File: src/rtl/timekeeper_core.sv
// hh:mm:ss timekeeper with preset load, run gate, press/auto-repeat adjustment,
// day-rollover pulse and a 12 h display view.
module timekeeper_core #(
  parameter int SEC_MOD   = 60,
  parameter int MIN_MOD   = 60,
  parameter int HOUR_MOD  = 24,
  parameter int RPT_DELAY = 3,
  localparam int SW = $clog2(SEC_MOD),
  localparam int MW = $clog2(MIN_MOD),
  localparam int HW = ($clog2(HOUR_MOD) > 4) ? $clog2(HOUR_MOD) : 4
) (
  input  logic          clk,
  input  logic          rst,
  input  logic          tick_1hz,
  input  logic          tick_rpt,
  input  logic          up_n,
  input  logic          down_n,
  input  logic [1:0]    mode,
  input  logic          run,
  input  logic          load,
  input  logic [SW-1:0] load_sec,
  input  logic [MW-1:0] load_min,
  input  logic [HW-1:0] load_hour,
  output logic [SW-1:0] second,
  output logic [MW-1:0] minute,
  output logic [HW-1:0] hour,
  output logic [HW-1:0] hour12,
  output logic          pm,
  output logic          day_tick
);

  localparam int CW = (RPT_DELAY > 0) ? $clog2(RPT_DELAY + 1) : 1;
  localparam logic [SW-1:0] SEC_MAX  = SW'(SEC_MOD - 1);
  localparam logic [MW-1:0] MIN_MAX  = MW'(MIN_MOD - 1);
  localparam logic [HW-1:0] HOUR_MAX = HW'(HOUR_MOD - 1);
  localparam logic [CW-1:0] HOLD_MAX = CW'(RPT_DELAY);

  logic          req_up, req_dn, req_act;
  logic          prev_up, prev_dn, armed;
  logic [1:0]    prev_mode;
  logic [CW-1:0] hold_cnt;
  logic          adjust_en, mode_chg, press, rpt_step, step;
  logic [SW-1:0] sec_inc, sec_dec, sec_ld;
  logic [MW-1:0] min_inc, min_dec, min_ld;
  logic [HW-1:0] hour_inc, hour_dec, hour_ld;
  logic          sec_max, min_max, hour_max;

  // Exactly one button low is a request; both low or both high is not.
  assign req_up    = ~up_n &  down_n;
  assign req_dn    =  up_n & ~down_n;
  assign req_act   = req_up | req_dn;
  assign adjust_en = (mode != 2'b00);
  assign mode_chg  = (mode != prev_mode);

  // A press is any change into an active request, including a direction flip.
  // armed drops on reset so a button held through reset must be released first.
  assign press    = req_act & armed & ({req_up, req_dn} != {prev_up, prev_dn});
  assign rpt_step = req_act & armed & ~press & ~mode_chg & tick_rpt & (hold_cnt == HOLD_MAX);
  assign step     = adjust_en & (press | rpt_step);

  assign sec_max  = (second == SEC_MAX);
  assign min_max  = (minute == MIN_MAX);
  assign hour_max = (hour == HOUR_MAX);
  assign sec_inc  = sec_max  ? '0 : second + SW'(1);
  assign min_inc  = min_max  ? '0 : minute + MW'(1);
  assign hour_inc = hour_max ? '0 : hour + HW'(1);
  assign sec_dec  = (second == '0) ? SEC_MAX  : second - SW'(1);
  assign min_dec  = (minute == '0) ? MIN_MAX  : minute - MW'(1);
  assign hour_dec = (hour == '0)   ? HOUR_MAX : hour - HW'(1);

  // Extra MSB keeps the range check valid when a modulus is a power of two.
  assign sec_ld  = ({1'b0, load_sec}  < (SW+1)'(SEC_MOD))  ? load_sec  : '0;
  assign min_ld  = ({1'b0, load_min}  < (MW+1)'(MIN_MOD))  ? load_min  : '0;
  assign hour_ld = ({1'b0, load_hour} < (HW+1)'(HOUR_MOD)) ? load_hour : '0;

  always_ff @(posedge clk) begin
    if (rst) begin
      prev_up   <= 1'b0;
      prev_dn   <= 1'b0;
      prev_mode <= 2'b00;
      armed     <= 1'b0;
      hold_cnt  <= '0;
    end else begin
      prev_up   <= req_up;
      prev_dn   <= req_dn;
      prev_mode <= mode;
      if (!req_act) armed <= 1'b1;
      if (!adjust_en || !req_act || !armed || press || mode_chg)
        hold_cnt <= '0;
      else if (tick_rpt && hold_cnt != HOLD_MAX)
        hold_cnt <= hold_cnt + CW'(1);
    end
  end

  always_ff @(posedge clk) begin
    if (rst) begin
      second   <= '0;
      minute   <= '0;
      hour     <= '0;
      day_tick <= 1'b0;
    end else begin
      day_tick <= 1'b0;
      if (load) begin
        second <= sec_ld;
        minute <= min_ld;
        hour   <= hour_ld;
      end else if (adjust_en) begin
        if (step) begin
          case (mode)
            2'b01:   second <= req_up ? sec_inc  : sec_dec;
            2'b10:   minute <= req_up ? min_inc  : min_dec;
            default: hour   <= req_up ? hour_inc : hour_dec;
          endcase
        end
      end else if (run && tick_1hz) begin
        second <= sec_inc;
        if (sec_max) minute <= min_inc;
        if (sec_max && min_max) hour <= hour_inc;
        day_tick <= sec_max & min_max & hour_max;
      end
    end
  end

  generate
    if (HOUR_MOD == 24) begin : g_h24
      assign hour12 = (hour == '0) ? HW'(12) :
                      (hour > HW'(12)) ? hour - HW'(12) : hour;
      assign pm     = (hour >= HW'(12));
    end else begin : g_hx
      assign hour12 = hour;
      assign pm     = 1'b0;
    end
  endgenerate

endmodule

File: config.mk
export PLATFORM = sky130hd
export DESIGN_NAME = timekeeper_core
export DESIGN_NICKNAME = d
export VERILOG_FILES = /design/src/rtl/timekeeper_core.sv
export SDC_FILE = /design/constraint.sdc
export NUM_CORES = 1
export LEC_CHECK = 0
export ABC_AREA = 1
export CORE_MARGIN = 2
export CORE_UTILIZATION = 25
export CTS_CLUSTER_DIAMETER = 150
export CTS_CLUSTER_SIZE = 20
export DETAILED_ROUTE_END_ITERATION = 16
export SLEW_MARGIN = 15
export SYNTH_ARGS = -nofsm -noshare
export SYNTH_HDL_FRONTEND = slang
export SYNTH_SLANG_ARGS = --single-unit
File: constraint.sdc
create_clock -name clk -period 1.6 [get_ports clk]
set_input_delay 0.4 -clock clk [delete_from_list [all_inputs] [get_ports clk]]
set_output_delay 0.4 -clock clk [all_outputs]
set_load 0.02 [all_outputs]
==> impl_results.md <==
* Outcome: complete, but fails checks
* Failing checks: setup timing
* Initial antenna violation count at 0
* CTS root buf: clkbuf_8
* CP dominant cell by count: buf_6
* CTS H-tree depth at 1
* Tmin final at 1.797 ns
* Clock Tree Buf Depth at 2
* Initial DRC count at 85
* Register bit total from synthesis at 25
* DRT Pass-1 Iters at 5
* Layout cells sized above 1 at 0.3417
* Fin Setup TNS at -0.8036 ns
* Power per Cell Area at ~700 nW/um2
* Post-synth EDFFs at 0
* FILL cells at a little under 1000
* Slowest cell delay on critical path at around 0.38 ns
* Clock sinks at 25
* Num CTS Buffers at 3
* Xor and xnor area share after synthesis at 0.04444
* Yosys cell types at 32
* CP max-delay cell: dfxtp_4
* Final setup vio count at 6
* Post-Syn Nets at about 440
* Syn Inst Count at 395
* Io pins at just over 50
* Crit end category: output port
* Syn_area_per_cell at between 5 and 6 um2
* Num rows at 35
* Syn-to-layout area delta at 67.62%
* Slew HR at 0.8223
* Internal power at roughly 1600 uW
* GR Overflow Total at 0
* HP Class: flop to flop
* Worst setup SP type: flop
* Critical Path RT at between 1 and 1.5 ns
* Combinational power share at 0.583
* Port Buffers at 50
* Highest clock rate at between 500 and 600 MHz
* First-pass GRT wire length at around 12000 um
* Async SR Flop Fraction at 0
* Simple-Gate Fraction of Synth Area at 0.4857
* Clk_lat worst skew at 0.27 ns
* Reg power frac at 0.279
* Fin util at 0.4310
* # nets final at around 560
* DR vias/cell at about 4.5
* Max-slew violation count at 0
* Vias in the first global route at 2735
* Syn Std Cell Area at between 2000 and 2500 um2
* WL per Instance at roughly 12 um
* Crit Path Category: flop to output port
* Core Box Area at between 9000 and 10000 um2
* Routed wire length at approximately 7400 um
* Worst Clk Skew at between 0.007 and 0.008 ns
* Starting Density at 0.2571
* Register area share after synthesis at 0.2116
* Count of final hold-check violations at 0
* Antenna Nets Post-Route at 0
* RSZ-0062 raised after global routing: true
* Critical path buffers and inverters at 4
* Arrival @ worst endpoint at approximately 1.4 ns
* Routed vias at about 2800
* Residual DRC count at 0
* Placed wire-length estimate at about 5700 um
* Sequence of cells on the critical path: inv_4 > ha_4 > nand3_4 > buf_12 > buf_6 > nand3_2 > buf_6
* Synth Flop Type: dfxtp_1
* GPL Wtd Cong at ~0.86
* CTS tree: done
* Sw Ratio at 0.4100
* Kind of cell adding the most delay to the critical path: buffers and inverters
* Total track usage at 0.1465
* Clk slew on worst S/H paths at ~0.090 ns
* Final Cycle Share at 1.123
* Complex-gate fraction of the synthesized area at 0.06614
* Post-synthesis adder-cell area fraction at 0.08995
* Largest net degree at the start of global routing at 15
* Crit Path Max Fanout at 3
* Peak VDD IR at ~0.38 mV
* Synth warn at 0
* Mux cell area share after synthesis at 0
* Diodes inserted at 0
* Die Height at between 100 and 150 um
* Die area at ~10000 um2
* Slew @ Worst Pin at 0.2656 ns
* Leak at roughly 0.0019 uW
* Net Sw Power at about 1100 uW
* Clock power share at 0.138
* Count of hold-fix buffers inserted at cts at 0
* Max cap viols at 0
* Die width at ~100 um
* Largest family of logic cells by synthesized area: simple AND/OR/NAND/NOR gates
* Setup WS post-layout at -0.1972 ns
area by class of cell:
type / count / area, um2 / share of cell area
well taps: 111 / 138.9 / 0.03504
inverters: 44 / 178.9 / 0.04514
flip-flops and latches: 25 / 530.5 / 0.1338
repair buffers: 125 / 1066 / 0.2689
multi-input cells: 320 / 2003 / 0.5054
clock inverters: 1 / 5.005 / 0.001263
clock buffers: 3 / 41.29 / 0.01042
state kept, by name (all words and copies together), names as in the netlist:
signal / flops
prev_dn: 1
armed: 1
day_tick: 1
second: 6
minute: 6
hold_cnt: 2
hour: 5
prev_mode: 2
prev_up: 1
worst min-delay path: cells and delay by family, from the launching register on:
kind / cells / cell delay, ns
flops: 1 / 0.32
compound gates: 1 / 0.05
simple gates: 1 / 0.06
path summary, 6_finish.rpt:
check        cells past startpoint  slack [ns]        start           to
max                              7       -0.20      hour[3]    hour12[3]
max reg2reg                     10        0.08    minute[0]      hour[2]
min                              2        0.47  hold_cnt[1]  hold_cnt[1]
min reg2reg                      2        0.47  hold_cnt[1]  hold_cnt[1]
cell families after synthesis:
group	after synthesis
adders and majority gates	17
xor gates and xnor gates	12
buffers and inverters	53
DFF	25
and+or+nand+nor	263
AOI/OAI and AO/OA	25
cells in the mapped netlist, types with 2 or more instances:
cell type / count / area (um2)
ha_1: 17 / 212.7
a21oi_1: 11 / 55.05
nor2_2: 2 / 12.51
o211ai_1: 3 / 22.52
nand3_1: 32 / 160.2
nand4_1: 8 / 50.05
inv_1: 39 / 146.4
inv_2: 4 / 15.01
xor2_1: 11 / 96.34
buf_6: 4 / 45.04
nor2_1: 61 / 229.0
nand2_2: 5 / 31.28
nor2_4: 3 / 33.78
dfxtp_1: 25 / 500.5
o21ai_0: 6 / 30.03
nand3_2: 6 / 60.06
nand2_1: 141 / 529.3
buf_4: 3 / 22.52
through the flow:
stage                     hold slack [ns]  cell area, um2  total power (uW)  worst slack [ns]  std cells
after CTS                          0.4743            3730              2658           -0.1855        620
after floorplan                    0.4389            2406              1554          -0.02132        395
after detailed placement           0.4603            3427              2140           -0.6328        608
after global routing               0.4984            3964              3002           -0.2509        629
final                              0.4712            3964              2777           -0.1972        629
after global placement             0.4524            3427              2130           -0.6071        608
timing repair:
item	in CTS	in global routing
pin swaps	25	21
gates cloned	3	0
endpoints found under the setup margin	42	23
resized for setup	116	51
buffers inserted	5	10
layout by cell type (no fill, tap or decap), types with 7 or more instances in the layout:
master,instances
dfxtp_1,13
nand3_2,7
nand3_4,10
nor2_4,7
buf_4,68
nand4_1,8
dlygate4sd2_1,18
inv_1,25
buf_6,12
inv_2,14
clkdlybuf4s50_1,21
nor2_1,57
ha_4,9
nand2_1,132
a21oi_1,8
xor2_1,10
nand3_1,25
nand2_2,11
per-layer routing:
layer | routed length, um | up-vias | track usage
met5 | 0 | - | 0
met4 | 81 | 0 | 0.03119
met3 | 279 | 8 | 0.02346
met2 | 3659 | 49 | 0.2624
met1 | 3362 | 1290 | 0.1849
li1 | - | 1496 | -
power by group through the flow:
stage	combinational, uW	sequential [uW]	clock, uW
6_report	1620	774	384
5_1_grt	1800	785	417
3_3_place_gp	1360	768	0
2_1_floorplan	730	824	0
3_5_place_dp	1370	767	0
4_1_cts	1500	762	400
Note: power is estimated with default switching activity, not from simulation.
